===== src/rtl/phoneme_sequencer.sv =====
// phoneme_sequencer: looks up a phoneme's flash word range and plays its 16-bit samples on the audio tick
module phoneme_sequencer #(
    parameter int ADDR_W      = 23,
    parameter int PAUSE_WORDS = 2000
) (
    input  logic              clk_i,
    input  logic              reset_i,
    input  logic              start_i,
    input  logic [7:0]        phoneme_i,
    output logic              busy_o,
    output logic              done_o,
    output logic [7:0]        tbl_addr_o,
    input  logic [ADDR_W-1:0] tbl_start_i,
    input  logic [ADDR_W-1:0] tbl_end_i,
    output logic              flash_read_o,
    output logic [ADDR_W-1:0] flash_addr_o,
    input  logic              flash_waitrequest_i,
    input  logic [31:0]       flash_readdata_i,
    input  logic              flash_readdatavalid_i,
    input  logic              sample_tick_i,
    output logic [15:0]       audio_sample_o,
    output logic              sample_valid_o
);
    typedef enum logic [3:0] {
        IDLE, LOOKUP, LOOKUP_WAIT, READ_REQ, READ_WAIT, PLAY_LO, PLAY_HI, PAUSE, DONE
    } state_t;

    state_t            state_q;
    logic [ADDR_W-1:0] cur_addr_q, end_addr_q, flash_addr_q;
    logic [31:0]       word_q, pause_cnt_q;
    logic [15:0]       audio_q;
    logic [7:0]        tbl_addr_q;
    logic              busy_q, done_q, flash_read_q, sample_valid_q, half_q, pend_q, pend_d;
    logic              step, consume;

    assign busy_o         = busy_q;
    assign done_o         = done_q;
    assign tbl_addr_o     = tbl_addr_q;
    assign flash_read_o   = flash_read_q;
    assign flash_addr_o   = flash_addr_q;
    assign audio_sample_o = audio_q;
    assign sample_valid_o = sample_valid_q;

    // one-deep tick store: a step eats the stored tick first, so a coincident live tick is kept
    always_comb begin
        step    = sample_tick_i || pend_q;
        consume = (state_q == PLAY_LO || state_q == PLAY_HI || state_q == PAUSE) && step;
        pend_d  = (state_q == IDLE || state_q == DONE) ? 1'b0 :
                  consume ? (pend_q & sample_tick_i) : (pend_q | sample_tick_i);
    end

    // playback FSM; DONE is the cycle before the done pulse so done trails the last sample by one cycle
    always_ff @(posedge clk_i) begin
        if (reset_i) begin
            state_q        <= IDLE;
            busy_q         <= 1'b0;
            done_q         <= 1'b0;
            flash_read_q   <= 1'b0;
            sample_valid_q <= 1'b0;
            audio_q        <= '0;
            tbl_addr_q     <= '0;
            flash_addr_q   <= '0;
            cur_addr_q     <= '0;
            end_addr_q     <= '0;
            word_q         <= '0;
            pause_cnt_q    <= '0;
            half_q         <= 1'b0;
            pend_q         <= 1'b0;
        end else begin
            pend_q         <= pend_d;
            sample_valid_q <= 1'b0;
            done_q         <= 1'b0;
            case (state_q)
                IDLE: begin
                    busy_q <= 1'b0;
                    if (start_i && !busy_q) begin
                        busy_q <= 1'b1;
                        if (phoneme_i == 8'h00) begin
                            pause_cnt_q <= 32'(PAUSE_WORDS);
                            half_q      <= 1'b0;
                            state_q     <= PAUSE;
                        end else begin
                            tbl_addr_q <= phoneme_i;
                            state_q    <= LOOKUP;
                        end
                    end
                end
                LOOKUP: state_q <= LOOKUP_WAIT;
                LOOKUP_WAIT: begin
                    cur_addr_q <= tbl_start_i;
                    end_addr_q <= tbl_end_i;
                    state_q    <= (tbl_end_i < tbl_start_i) ? DONE : READ_REQ;
                end
                READ_REQ: begin
                    if (!flash_read_q) begin
                        flash_read_q <= 1'b1;
                        flash_addr_q <= cur_addr_q;
                    end else if (!flash_waitrequest_i) begin
                        flash_read_q <= 1'b0;
                        state_q      <= READ_WAIT;
                    end
                end
                READ_WAIT: begin
                    if (flash_readdatavalid_i) begin
                        word_q  <= flash_readdata_i;
                        state_q <= PLAY_LO;
                    end
                end
                PLAY_LO: begin
                    if (step) begin
                        audio_q        <= word_q[15:0];
                        sample_valid_q <= 1'b1;
                        state_q        <= PLAY_HI;
                    end
                end
                PLAY_HI: begin
                    if (step) begin
                        audio_q        <= word_q[31:16];
                        sample_valid_q <= 1'b1;
                        if (cur_addr_q == end_addr_q) begin
                            state_q <= DONE;
                        end else begin
                            cur_addr_q <= cur_addr_q + 1'b1;
                            state_q    <= READ_REQ;
                        end
                    end
                end
                PAUSE: begin
                    if (step) begin
                        audio_q        <= '0;
                        sample_valid_q <= 1'b1;
                        half_q         <= !half_q;
                        if (half_q) begin
                            pause_cnt_q <= pause_cnt_q - 32'd1;
                            if (pause_cnt_q <= 32'd1) state_q <= DONE;
                        end
                    end
                end
                DONE: begin
                    done_q  <= 1'b1;
                    state_q <= IDLE;
                end
                default: state_q <= IDLE;
            endcase
        end
    end
endmodule


===== config.mk =====
export PLATFORM = sky130hd
export DESIGN_NAME = phoneme_sequencer
export DESIGN_NICKNAME = d
export VERILOG_FILES = /design/src/rtl/phoneme_sequencer.sv
export SDC_FILE = /design/constraint.sdc
export NUM_CORES = 1
export LEC_CHECK = 0
export BUFFER_PORTS_ARGS = -buffer_cell sky130_fd_sc_hd__buf_2
export CAP_MARGIN = 20
export CORE_AREA = 2 2 140 176
export DETAILED_ROUTE_END_ITERATION = 8
export DIE_AREA = 0 0 142 178
export GPL_TIMING_DRIVEN = 0
export PLACE_DENSITY_LB_ADDON = 0.12
export SKIP_CTS_REPAIR_TIMING = 1
export SLEW_MARGIN = 20
export SYNTH_ARGS = -nofsm -noshare
export SYNTH_HDL_FRONTEND = slang
export SYNTH_SLANG_ARGS = --single-unit

===== constraint.sdc =====
create_clock -name clk_i -period 5.56 [get_ports clk_i]
set_input_delay 0.278 -clock clk_i [delete_from_list [all_inputs] [get_ports clk_i]]
set_output_delay 0.278 -clock clk_i [all_outputs]
set_load 0.005 [all_outputs]

==> impl_metrics.ini, run 1 <==
[outcome]
status = finished clean

[sta]
min_period_over_period_pct = 48.0
slew_viol_final = 0
rsz0062_at_grt = no
fin_setup_tns_ps = 0
hold_violations = 0
worst_pin_slew_ps = 1000
fmax_mhz = 375
setup_ws_ps = 2890
setup-violations-final = 0
max_slew_margin_pct = 32.2
period_needed_ps = 2670
holdWs_ps = 64.9
fin_skew_ps = 17.5

[yosys]
syn_area_um2 = 8160
ys_seq_area_share_pct = 41.0
yosys_warnings = 0
ys.flop_type = dfxtp_1
syn_avg_cell_area_um2 = 7.86
ys_types = 66
yosys_register_bits = 167
synth-edff-count = 0
syn_inst = 1037
async_flop_share_pct = 0
syn_nets = 1154

[detailed_routing]
ant_nets = 0
drc_errors = 0
wire_per_inst_um = 16.5
vias = 7685
routed_via_density = 5.12
dr.pass1.iters = 5
routed_wl_mm = 24.8
drtIter0Drc = 467

[layout]
finalNonFillerCells = 1502
syn_to_final_growth_pct = 20.5
diodes = 0
nets = 1314
fin_util_pct = 41.7
post-route-cell-area_um2 = 9830
drive_above_1_share_pct = 16.9

[power]
powerDensity_nw_per_um2 = 357
ir_drop_mv = 0.228
leakage_nw = 3.84
p_total_mw = 3.51

[die]
dieArea_um2 = 25300
die_x_um = 142
io_pins = 143
die_y_um = 178
start_util_pct = 34.6
core_um2 = 23600
fp-row-count = 63

[clock_tree]
clk_pin_slew_ps = 80
cts-htree-levels = 4
cts_tree = built
clock_latency_ps = 440
cts_sinks = 167
cts_buffer_depth = 2
clockRootBuffer = clkbuf_16
numCtsBuffers = 17

[grt]
antenna_found_initial = 0
grt_pass1_wl_mm = 39.2
grt_pass1_vias = 7289
grt_max_degree = 20
gr-total-overflow = 0
grt_usage_pct = 19.7

[placement]
dp_slack_ps = 2950
placedInstanceArea_um2 = 9230
dp.cells = 1470
dp_hpwl_mm = 19.1
io_buffers = 141
gp_congestion = 0.825

[setup_path]
critical_path_class = reg -> reg
arrival_ps = 3010
end_kind = flop
critPathMaxFanout = 9
required_ps = 5900
critPathLaunchType = flop

[min_path]
hp-class = in -> reg

[flow_run]
maxCapViolations = 0
## synth_stat cells (3+ instances only)
cell type | count | share of area, %
nand2_1 | 208 | 9.6
dfxtp_1 | 167 | 41
a21oi_1 | 141 | 8.7
nor2_1 | 81 | 3.7
clkbuf_1 | 60 | 2.8
xnor2_1 | 48 | 5.2
a211oi_1 | 27 | 2.5
inv_1 | 27 | 1.2
ha_1 | 25 | 3.8
and3_1 | 23 | 1.8
o21ai_0 | 21 | 1.3
nand3_1 | 18 | 1.1
o31ai_1 | 16 | 1.5
nor3_1 | 14 | 0.86
or3_1 | 14 | 1.1
a31oi_1 | 13 | 1.0
nand4_1 | 12 | 0.92
nor4_1 | 11 | 0.84
buf_2 | 7 | 0.43
nand2b_1 | 7 | 0.54
a21o_1 | 6 | 0.55
and4_1 | 5 | 0.54
nor2b_1 | 5 | 0.38
nor4_2 | 5 | 0.77
or4_1 | 5 | 0.46
a311oi_1 | 4 | 0.43
buf_1 | 3 | 0.14
nor3_2 | 3 | 0.37
nor3b_1 | 3 | 0.28
nor4bb_1 | 3 | 0.37
o22ai_1 | 3 | 0.23
or2_2 | 3 | 0.23
xor2_1 | 3 | 0.32
## cells by family (layout without fill, tap and decap cells)
| logic type | after synthesis | after routing | share of synthesized area [%] |
|---|---|---|---|
| buffers and inverters | 101 | 274 | 4.88 |
| xor gates and xnor gates | 51 | 51 | 5.48 |
| muxes | 2 | 2 | 0.245 |
| adders and majority gates | 25 | 25 | 3.84 |
| and+or+nand+nor | 437 | 437 | 26.0 |
| AOI/OAI and AO/OA | 254 | 254 | 18.6 |
| DFF | 167 | 167 | 41.0 |
## flip-flops by register name, indices dropped and copies added (netlist names)
register	count
busy_o	1
cur_addr_q	23
flash_read_o	1
word_q	32
end_addr_q	23
pend_q	1
sample_valid_o	1
flash_addr_o	23
half_q	1
done_o	1
state_q	4
tbl_addr_o	8
audio_sample_o	16
pause_cnt_q	32
## critical path, cell delays in order (launching register included)
cell and delay [ps]:
dfxtp_1 300, clkbuf_1 300, xnor2_1 200, nand4_1 120
nor4_1 670, and3_1 240, buf_2 220, nor2_1 210
a311oi_1 310
## where the power goes
group | switching, mW | internal [mW]
sequential | 0.111 | 1.32
combinational | 0.556 | 0.327
clock | 0.586 | 0.611
## layout make-up
cell class,instances,area (um^2)
Multi-Input combinational cell,769,4410
Clock inverter,15,179
Timing Repair Buffer,141,706
Inverter,27,101
Tap cell,292,365
Buffer,74,297
Sequential cell,167,3340
Fill cell,2462,13700
Clock buffer,17,425
## cell usage in the layout (no fill, tap or decap), types with 18 or more instances in the layout
master	Yosys	final
a211oi_1	27	27
a21oi_1	141	141
and3_1	23	23
buf_2	7	148
clkbuf_1	60	60
dfxtp_1	167	167
ha_1	25	25
inv_1	27	27
nand2_1	208	208
nand3_1	18	18
nor2_1	81	81
o21ai_0	21	21
xnor2_1	48	48
## layer usage
| layer | wire (um) | GRT usage (%) | vias to the layer above |
|---|---|---|---|
| met5 | 0 | 0 | - |
| met4 | 205 | 4.50 | 0 |
| met3 | 1100 | 3.11 | 13 |
| met2 | 11400 | 31.7 | 198 |
| li1 | - | - | 3942 |
| met1 | 12000 | 27.9 | 3532 |
## path summary, 6_finish.rpt
| kind | start | endpoint | slack (ps) | depth (start not counted) |
|---|---|---|---|---|
| max reg2reg | cur_addr_q[19]$_SDFFE_PP0P_ | cur_addr_q[0]$_SDFFE_PP0P_ | 2890 | 8 |
| max | cur_addr_q[19]$_SDFFE_PP0P_ | cur_addr_q[0]$_SDFFE_PP0P_ | 2890 | 8 |
| min reg2reg | flash_addr_o[13]$_SDFFE_PP0P_ | flash_addr_o[13]$_SDFFE_PP0P_ | 450 | 2 |
| min | flash_readdata_i[20] | word_q[20]$_SDFFE_PP0P_ | 60 | 3 |
(Power assumes the default switching activity.)
==> run 2: changes to the inputs <==
clock period = 2.5 ns   (was 5.56 ns; I/O delays follow)
==> run 2 against run 1 <==
  * The flow now finishes with violations (hold timing)
  * Worst setup slack got worse by 2700 ps
  * Clock power increased by 120%
  * Final area increased by 7.2%
  * Via count increased by 3.5%
  * Final cell count increased by 4.2%
  * Flip-flop and latch count unchanged
  * Count of clock-buffer cells in the layout unchanged
  * First-iteration DRC count decreased by 6.6%
  * Register-to-register slack got worse by 2700 ps
  * Critical path type is now in -> reg
  * Clock skew decreased by 1.6 ps
  * Core utilization increased by 3.0 points
==> impl_metrics.ini, run 2 (same netlist as run 1, synthesis figures left out) <==
[outcome]
status = finished with violations
violations = hold timing

[grt]
grt_max_degree = 20
grt_pass1_vias = 7289
grt_pass1_wl_mm = 39.2
gr-total-overflow = 0
grt_usage_pct = 19.7
antenna_found_initial = 0

[power]
ir_drop_mv = 0.486
powerDensity_nw_per_um2 = 760
leakage_nw = 4.14

[sta]
rsz0062_at_grt = yes
worst_pin_slew_ps = 861
fmax_mhz = 424
fin_skew_ps = 15.9
setup-violations-final = 0
fin_setup_tns_ps = 0
period_needed_ps = 2360
min_period_over_period_pct = 94.2
slew_viol_final = 0
holdWs_ps = -5.31
max_slew_margin_pct = 42.6
hold_violations = 1

[min_path]
hold_path_end = cur_addr_q[12]$_SDFFE_PP0P_
min_path_cells = 3
hp-class = in -> reg
hp-start = tbl_start_i[12]

[placement]
dp_hpwl_mm = 19.1
gp_congestion = 0.825
io_buffers = 141
placedInstanceArea_um2 = 9230

[die]
die_y_um = 178
dieArea_um2 = 25300
io_pins = 143
core_um2 = 23600
start_util_pct = 34.6
fp-row-count = 63
die_x_um = 142

[setup_path]
arrival_ps = 2660
worstRegToRegCells = 9
r2r_setup_slack_ps = 160
critical_path_class = in -> reg
critPathMaxFanout = 10
r2r-end = cur_addr_q[20]$_SDFFE_PP0P_
end_kind = flop
critPathLaunchType = input pin
required_ps = 2810
timing.rr.start = state_q[3]$_SDFFE_PP0P_

[layout]
nets = 1377
post-route-cell-area_um2 = 10500
drive_above_1_share_pct = 17.2
largestRegisters = pause_cnt_q: 32 flops, word_q: 32 flops
layout_common_cells = 208 x nand2_1, 166 x dfxtp_1, 148 x buf_2, 141 x a21oi_1, 78 x nor2_1
layout_commonest_cell = nand2_1
syn_to_final_growth_pct = 29.2
diodes = 0

[clock_tree]
numCtsBuffers = 17
cts-htree-levels = 4
clock_latency_ps = 440
cts_buffer_depth = 2
clk_pin_slew_ps = 80
cts_tree = built
cts_sinks = 167
clockRootBuffer = clkbuf_16

[detailed_routing]
routed_wl_mm = 25.5
wire_per_inst_um = 16.3
drc_errors = 0
dr.pass1.iters = 5
ant_nets = 0
vias = 7952
routed_via_density = 5.08
drtIter0Drc = 436

[flow_run]
maxCapViolations = 0
-- run 2: changes by cell type in the layout (fill, tap and decap cells not counted), sizes merged --
cell,change
dlygate4sd3,+64
clkbuf,-2
buf,+1
-- run 2: how the worst max path moves through the flow --
stage,to,from,slack [ps],cells past startpoint
finish,pause_cnt_q[30]$_SDFFE_PP0P_,phoneme_i[3],140,9
global route,audio_sample_o[13]$_SDFFE_PP0P_,state_q[1]$_SDFFE_PP0P_,-60,8
detailed placement,cur_addr_q[18]$_SDFFE_PP0P_,state_q[3]$_SDFFE_PP0P_,-110,9
floorplan,pause_cnt_q[16]$_SDFFE_PP0P_,pause_cnt_q[4]$_SDFFE_PP0P_,500,6
global placement,cur_addr_q[18]$_SDFFE_PP0P_,state_q[3]$_SDFFE_PP0P_,-120,10
CTS,cur_addr_q[0]$_SDFFE_PP0P_,cur_addr_q[19]$_SDFFE_PP0P_,-140,8
-- run 2: area by class of cell --
cell class,count,area (um^2)
Sequential cell,167,3340
Inverter,27,101
Timing Repair Buffer,208,1370
Tap cell,292,365
Clock inverter,15,179
Buffer,70,287
Multi-Input combinational cell,769,4470
Clock buffer,17,425
Fill cell,2406,13000
-- run 2: metrics by stage --
step | total power, mW | util [%] | setup slack [ps] | instances
3_3_place_gp | 5.20 | 39.1 | -124 | 1470
5_1_grt | 8.46 | 44.7 | -57.3 | 1565
4_1_cts | 7.88 | 41.7 | -136 | 1502
3_5_place_dp | 5.22 | 39.1 | -108 | 1470
2_1_floorplan | 4.52 | - | 501 | 1037
6_report | 8.00 | 44.7 | 144 | 1565
-- run 2: power breakdown --
part	switching, mW	leakage, nW	internal, mW	total, mW
clock network	1.31	0.294	1.36	2.67
logic	1.28	2.49	0.848	2.13
registers	0.277	1.35	2.93	3.21
-- run 2: layer usage --
layer  routed length [um]  GRT usage, %
met5                    0             0
met4                  252          4.50
met2                12000          31.7
met1                12100          27.9
met3                 1090          3.11
-- run 2: worst max-delay path: stages --
cell           delay, ps
dlygate4sd3_1        530
buf_2                130
nor4_2               430
nand4_2              320
a211o_1              420
buf_4                220
nor4_4               270
xnor2_1              150
nor2_1                50
==> run 3: changes to the inputs <==
ABC_AREA = 1   (was unset)
CORE_AREA = 2 2 145 183   (was 2 2 140 176)
DIE_AREA = 0 0 147 185   (was 0 0 142 178)
TNS_END_PERCENT = 50   (was unset)
clock period = 2.3 ns   (was 2.5 ns; I/O delays follow)
==> run 3 against run 2 <==
  * The flow still finishes with violations (hold timing)
  * Clock skew fell by 4.9 ps
  * Sequential power rose by 14%
  * Combinational power rose by 32%
  * Routed wire length rose by 11%
  * Clock power rose by 4%
  * Via count rose by 14%
  * Critical path type is now reg -> reg
  * Largest power group unchanged
==> impl_metrics.ini, run 3 <==
[setup_path]
cp_cell_sequence = inv_1 > nand2_1 > nand2_1 > nor2_1 > nand2_1 > nor2_2 > nand4_4 > nand2_2 > inv_2 > buf_2 > nand2_1 > a21oi_1
end_kind = flop
critical_path_class = reg -> reg
cp_slowest_cell = dfxtp_1
crit_family = simple AND/OR/NAND/NOR gates
critPathMaxFanout = 10
cp_num_buf_inv = 3
arrival_ps = 2500
critPathLaunchType = flop
r2r_setup_slack_ps = 80
worst_path_largest_cell_delay_ps = 490
required_ps = 2580
cp_common_cell = nand2_1

[placement]
dp_slack_ps = -123
gp_congestion = 0.921
dp.cells = 1828
placedInstanceArea_um2 = 9910
io_buffers = 141
dp_hpwl_mm = 22.1

[yosys]
async_flop_share_pct = 0
yosys_register_bits = 167
synth-edff-count = 0
synthMuxAreaShare_pct = 0
synth_top_area_cell = dfxtp_1
synthTopCellsByCount = 323 x nand2_1, 188 x nor2_1, 167 x dfxtp_1
synth_top_family_by_area = simple AND/OR/NAND/NOR gates
yosys_warnings = 0
syn_area_um2 = 8770
synthAdderAreaFrac_pct = 3.56
synth-compound-area-share_pct = 17.0
syn_nets = 1464
syn_avg_cell_area_um2 = 6.51
synth-simple-area-share_pct = 30.0
synthXorXnorAreaFrac_pct = 2.00
synthTopCellsByArea = dfxtp_1 38%, nand2_1 14%, nor2_1 8.0%
ys.flop_type = dfxtp_1
ys_types = 38
post-synth-top-count-cell = nand2_1
netlist.area_leader.share_pct = 38.1
ys_seq_area_share_pct = 38.1
syn_inst = 1347

[detailed_routing]
dr.pass1.iters = 6
routed_wl_mm = 28.4
routed_via_density = 4.79
ant_nets = 0
wire_per_inst_um = 15.0
drc_errors = 0
drtIter0Drc = 436
vias = 9095

[power]
p_comb_share_pct = 30.5
ir_drop_mv = 0.490
power.switching_mw = 3.46
p_clk_share_pct = 30.0
seq_power_share_pct = 39.5
internal_power_mw = 5.79
p_total_mw = 9.25
powerDensity_nw_per_um2 = 851
leakage_nw = 4.87
p_sw_share_pct = 37.4

[sta]
slew_viol_final = 0
fin_skew_ps = 11.0
rsz0062_at_grt = yes
min_period_over_period_pct = 96.4
fin_setup_tns_ps = 0
setup-violations-final = 0
setup_ws_ps = 81.9
max_slew_margin_pct = 51.1
period_needed_ps = 2220
holdWs_ps = -44.6
fmax_mhz = 451
worst_pin_slew_ps = 733
hold_violations = 17

[layout]
largestRegisters = pause_cnt_q: 32 flops, word_q: 32 flops
layout_commonest_cell = nand2_1
layout_common_cells = 323 x nand2_1, 184 x nor2_1, 157 x dfxtp_1, 153 x buf_2, 146 x inv_1
fin_util_pct = 42.4
diodes = 0
drive_above_1_share_pct = 14.6
nets = 1661
finalNonFillerCells = 1897
syn_to_final_growth_pct = 23.8
post-route-cell-area_um2 = 10900

[die]
start_util_pct = 34.3
dieArea_um2 = 27200
die_y_um = 185
core_um2 = 25600
io_pins = 143
die_x_um = 147
fp-row-count = 66

[grt]
antenna_found_initial = 0
gr-total-overflow = 0
grt_pass1_wl_mm = 44.3
grt_usage_pct = 20.7
grt_max_degree = 17
grt_pass1_vias = 8401

[clock_tree]
cts_tree = built
cts_buffer_depth = 2
clockRootBuffer = clkbuf_16
clock_latency_ps = 440
cts_sinks = 167
numCtsBuffers = 17
clk_pin_slew_ps = 70
cts-htree-levels = 4

[outcome]
violations = hold timing
status = finished with violations

[min_path]
hp-class = in -> reg

[flow_run]
maxCapViolations = 0
[run 3: cell types whose count changed after synthesis, sizes merged, moves of 43 or more]
cell,before,now
xnor2,48,5
o21ai,22,125
inv,27,154
nor2,81,194
nand2,209,325
nand3,18,85
[run 3: per-layer routing]
layer  part of all wire (%)  vias up  global-route usage (%)
met2                     49      201                    36.3
li1                       -     4737                       -
met3                    3.7       30                    3.18
met5                      0        -                       0
met1                     46     4127                    26.4
met4                    1.8        0                    6.12
[run 3: area by class of cell]
type                    instances  area (um^2)
repair buffers                178         1080
well taps                     340          425
flip-flops and latches        167         3360
multi-input cells             970         4640
inverters                     154          578
clock buffers                  19          443
clock inverters                13          111
plain buffers                  56          238
fillers                      2853        14700
[run 3: worst paths after layout]
path	startpoint	end	cells after the start
setup / recovery	cur_addr_q[19]$_SDFFE_PP0P_	cur_addr_q[16]$_SDFFE_PP0P_	12
hold / removal	phoneme_i[7]	tbl_addr_o[7]$_SDFFE_PP0P_	3
setup reg to reg	cur_addr_q[19]$_SDFFE_PP0P_	cur_addr_q[16]$_SDFFE_PP0P_	12
hold reg to reg	word_q[29]$_SDFFE_PP0P_	word_q[29]$_SDFFE_PP0P_	2
[run 3: worst register-to-register path: cells and delay by family, from the launching register on]
kind / cells / cell delay, ps
and+or+nand+nor: 8 / 1040
DFF: 1 / 490
buffers and inverters: 3 / 490
AOI/OAI and AO/OA: 1 / 60
[run 3: kinds of logic (layout without fill, tap and decap cells)]
logic type	after synthesis	after routing
compound gates	285	285
xor+xnor	20	20
fa+ha+maj	25	25
buf+inv	210	420
flops	167	167
simple gates	640	640
[run 3: power by group through the flow]
| stage | Combinational, mW | Sequential, mW | Clock [mW] |
|---|---|---|---|
| floorplan | 1.85 | 3.63 | 0 |
| global placement | 2.67 | 3.70 | 0 |
| detailed placement | 2.69 | 3.70 | 0 |
| CTS | 2.70 | 3.64 | 2.82 |
| global route | 3.19 | 3.71 | 2.95 |
| finish | 2.82 | 3.65 | 2.77 |
